<file path="config.mk">
export PLATFORM = sky130hd
export DESIGN_NAME = alu_op_issuer
export DESIGN_NICKNAME = d
export VERILOG_FILES = /design/src/rtl/alu_op_issuer.sv
export SDC_FILE = /design/constraint.sdc
export NUM_CORES = 1
export LEC_CHECK = 0
export BUFFER_PORTS_ARGS = -buffer_cell sky130_fd_sc_hd__buf_2
export CAP_MARGIN = 20
export CORE_MARGIN = 3
export CORE_UTILIZATION = 47
export DETAILED_ROUTE_END_ITERATION = 7
export GPL_ROUTABILITY_DRIVEN = 0
export PLACE_DENSITY = 0.8
export SLEW_MARGIN = 20
export SYNTH_ARGS = -nofsm -noshare
export SYNTH_HDL_FRONTEND = slang
export SYNTH_SLANG_ARGS = --single-unit
</file>
<file path="constraint.sdc">
create_clock -name clk -period 5.86 [get_ports clk]
set_input_delay 1.172 -clock clk [delete_from_list [all_inputs] [get_ports clk]]
set_output_delay 1.172 -clock clk [all_outputs]
set_load 0.01 [all_outputs]
</file>
<file path="src/rtl/alu_op_issuer.sv">
// ALU operation issuer: accepts one command at a time, drives registered
// operands to the ALU, waits LAT cycles, then captures and holds the result.
//
// Ports:
//   clk, rst (async, active-high)
//   cmd_valid/cmd_ready, cmd_a, cmd_b, cmd_op : command handshake and payload
//   R2, R3, ALUop                             : registered operands/opcode out
//   R0, overflow, zero, carry                 : registered ALU result/flags in
//   rsp_valid/rsp_ready, rsp_result, rsp_*    : captured response handshake
//   busy, op_count                            : status
module alu_op_issuer #(
  parameter int width = 32,
  parameter int LAT   = 2
) (
  input  logic             clk,
  input  logic             rst,
  input  logic             cmd_valid,
  output logic             cmd_ready,
  input  logic [width-1:0] cmd_a,
  input  logic [width-1:0] cmd_b,
  input  logic [2:0]       cmd_op,
  output logic [width-1:0] R2,
  output logic [width-1:0] R3,
  output logic [2:0]       ALUop,
  input  logic [width-1:0] R0,
  input  logic             overflow,
  input  logic             zero,
  input  logic             carry,
  output logic             rsp_valid,
  input  logic             rsp_ready,
  output logic [width-1:0] rsp_result,
  output logic             rsp_overflow,
  output logic             rsp_zero,
  output logic             rsp_carry,
  output logic             busy,
  output logic [15:0]      op_count
);

  typedef enum logic [1:0] {
    IDLE,
    WAIT,
    DONE
  } state_t;

  localparam logic [2:0] LAT3 = 3'(LAT);

  state_t     state;
  logic [2:0] cnt;

  // Handshake signals come from the state register only, so
  // rsp_ready never reaches cmd_ready combinationally.
  assign cmd_ready = (state == IDLE);
  assign rsp_valid = (state == DONE);
  assign busy      = (state != IDLE);

  always_ff @(posedge clk or posedge rst) begin
    if (rst) begin
      state        <= IDLE;
      cnt          <= 3'd0;
      R2           <= '0;
      R3           <= '0;
      ALUop        <= 3'd0;
      rsp_result   <= '0;
      rsp_overflow <= 1'b0;
      rsp_zero     <= 1'b0;
      rsp_carry    <= 1'b0;
      op_count     <= 16'd0;
    end else begin
      unique case (state)
        IDLE: begin
          if (cmd_valid) begin
            R2    <= cmd_a;
            R3    <= cmd_b;
            ALUop <= cmd_op;
            cnt   <= LAT3;
            state <= WAIT;
          end
        end
        WAIT: begin
          // cnt==1 marks the edge LAT cycles after accept
          if (cnt == 3'd1) begin
            rsp_result   <= R0;
            rsp_overflow <= overflow;
            rsp_zero     <= zero;
            rsp_carry    <= carry;
            cnt          <= 3'd0;
            state        <= DONE;
          end else begin
            cnt <= cnt - 3'd1;
          end
        end
        DONE: begin
          if (rsp_ready) begin
            op_count <= op_count + 16'd1;
            state    <= IDLE;
          end
        end
        default: state <= IDLE;
      endcase
    end
  end

endmodule
</file>
==> impl_metrics.py <==
metrics = {
    "synthesis": {
        "synth_top_family_by_area": "multiplexers",
        "synth-seq-cells": 123,
        "yosysSeqAreaShare": 0.629,
        "yosysWarningCount": 0,
        "synth-compound-area-share": 0.00946,
        "synth_edf_count": 0,
        "synth.cell_area_sq_um": 4900,
        "synth_ff_type": "dfrtp_1",
        "syn-instance-count": 306,
        "synthArstFlopShare": 1.00,
        "synth_cell_types": 29,
        "synthSimpleGateAreaFrac": 0.0373,
        "synth-xor-area-share": 0.0268,
        "synth.area.mux_share": 0.260,
        "avgSynthCellArea_sq_um": 16.0,
        "synth_adder_area_share": 0.00767,
        "syn-num-nets": 415,
    },
    "routing": {
        "first_pass_iters": 4,
        "ant_nets": 0,
        "drt_iter0_markers": 86,
        "drc": 0,
        "vias": 3348,
        "totalWireLength_um": 11700,
        "vias_per_cell": 4.89,
        "wl_per_cell_um": 17.0,
    },
    "critical_path": {
        "cp_slowest_stage_delay_ns": 0.41,
        "crit_slowest_cell": "dfrtp_1",
        "end_kind": "primary output",
        "worstPathArrival_ns": 1.39,
        "worstSetupStartpointType": "flip-flop",
        "crit_chain": "inv_1, nor2_1, buf_2",
        "critPathKind": "reg -> out",
        "required_ns": 4.69,
        "reg2reg_depth": 5,
        "path_max_fanout": 6,
    },
    "floorplanning": {
        "fp.coreArea_sq_um": 9950,
        "start_util": 0.492,
        "placementRows": 36,
        "fp.dieArea_sq_um": 11700,
        "ioPinCount": 227,
        "die_h_um": 108,
        "fp.dieW_um": 108,
    },
    "global_route": {
        "grt-ovfl-total": 0,
        "grt_max_degree": 86,
        "track_usage": 0.196,
        "grt_pass1_vias": 3580,
        "grt_pass1_wl_um": 17600,
        "antenna_found_initial": 0,
    },
    "timing": {
        "maxSlewHeadroom": 0.316,
        "period_needed_ns": 2.57,
        "fin_skew_ns": 0.00686,
        "timing.final.crit_share": 0.438,
        "drv_slew": 0,
        "finalHoldViolCount": 0,
        "tns_ns": 0,
        "tightest_slew_ns": 1.03,
        "clock.fmax_mhz": 390,
        "setup_viol": 0,
        "hold_ws_ns": 0.472,
        "rsz0062_at_grt": "no",
    },
    "flow_run": {
        "maxCapViolCount": 0,
    },
    "placed_design": {
        "dp_hpwl_um": 8360,
        "portBuffers": 226,
        "placed_cell_area_sq_um": 6090,
    },
    "clock_tree": {
        "clock-sinks": 123,
        "cts_max_level": 4,
        "cts_tree": "done",
        "numCtsBuffers": 17,
        "insertion_delay_ns": 0.50,
        "hold_buffers": 0,
        "cts_resized": 0,
        "post-cts-setup-buffers": 0,
        "clockBufferDepth": 2,
        "cts.clk_slew.worst_paths_ns": 0.05,
        "clockRootBuffer": "clkbuf_8",
    },
    "min_path": {
        "hold_class": "reg -> reg",
        "hold_depth": 1,
    },
    "run_status": {
        "status": "complete, no violations",
    },
    "final_layout": {
        "finalInstanceArea_sq_um": 6730,
        "utilization": 0.676,
        "final_common_cell": "buf_2",
        "nets": 650,
        "area_growth_pct": 37.4,
        "layout-drive-gt1-share": 0.661,
        "layout_common_cells": "226 x buf_2, 123 x dfrtp_1, 73 x mux2_2",
        "n_antenna_cell": 0,
    },
    "pwr": {
        "pwr-share-seq": 0.373,
        "power.switching_mw": 1.17,
        "combinationalPowerShare": 0.345,
        "clkPwrFrac": 0.281,
        "p_int_mw": 2.72,
        "p_leak_nw": 3.42,
        "power_density_nw_per_um2": 578,
        "worst_ir_drop_vdd_v": 0.000245,
        "swShare": 0.300,
    },
}
[layout make-up]
type                    count  area (sq um)
fillers                   728          3230
flip-flops and latches    123          3080
multi-input cells         163          1670
repair buffers            228          1150
clock buffers              24           500
well taps                 133           166
clock inverters             6           133
inverters                   8          35.0
[flip-flops by register name (all words and copies together), names as in the netlist]
register      count
rsp_result       32
rsp_carry         1
cnt               3
R3               32
op_count         16
R2               32
ALUop             3
rsp_zero          1
state             2
rsp_overflow      1
[worst max-delay path: cells and delay by family, from the launching register on]
family	cells	cell delay [ns]
flip-flops	1	0.41
buffers and inverters	2	0.30
AND/OR/NAND/NOR	1	0.18
[logic make-up (layout without fill, tap and decap cells)]
family / after synthesis / after routing
AO/OA/AOI/OAI: 7 / 7
XOR/XNOR: 15 / 15
adder cells (fa/ha/maj): 3 / 3
buffers and inverters: 20 / 266
flip-flops: 123 / 123
multiplexers: 103 / 103
AND/OR/NAND/NOR: 35 / 35
[metrics by stage]
stage	setup WS, ns	instances	total power, mW
after floorplan	1.42	306	2.28
final	3.29	685	3.89
after global routing	3.16	685	4.11
after detailed placement	3.21	655	2.81
after global placement	3.26	655	2.75
after CTS	3.24	685	3.94
[Yosys cell counts, drive strengths merged (2+ instances only)]
master  count  area share
ha          3      0.0077
nand3       9      0.0092
inv         8      0.0061
and3        4      0.0051
nand2       7      0.0059
nor2        6      0.0046
o21ai       2      0.0020
buf        12       0.024
dfrtp     123        0.63
xor2        4      0.0072
nor4        2      0.0026
nor2b       2      0.0026
xnor2      11       0.020
mux2      103        0.26
[power by group through the flow]
| stage | combinational (mW) | clock, mW | sequential, mW |
|---|---|---|---|
| floorplan | 0.659 | 0 | 1.62 |
| global placement | 1.32 | 0 | 1.43 |
| detailed placement | 1.36 | 0 | 1.46 |
| CTS | 1.37 | 1.12 | 1.45 |
| global route | 1.45 | 1.16 | 1.50 |
| finish | 1.34 | 1.10 | 1.45 |
[worst paths after layout]
kind	from	to	slack [ns]
worst max-delay path	state[1]	rsp_valid	3.29
worst min-delay path	op_count[15]	op_count[15]	0.47
worst max register to register	state[1]	R2[1]	3.70
worst min register to register	op_count[15]	op_count[15]	0.47
max in group asynchronous	rst	R2[28]	4.03
min in group asynchronous	rst	R3[5]	0.82
[routing by layer]
layer / track usage / vias to the layer above / part of all wire
met5: 0 / - / 0
met4: 0.0929 / 0 / 0.018
met3: 0.0561 / 16 / 0.075
met2: 0.337 / 137 / 0.52
met1: 0.226 / 1653 / 0.38
li1: - / 1542 / -
No activity file was read; power rests on OpenSTA's default activity.
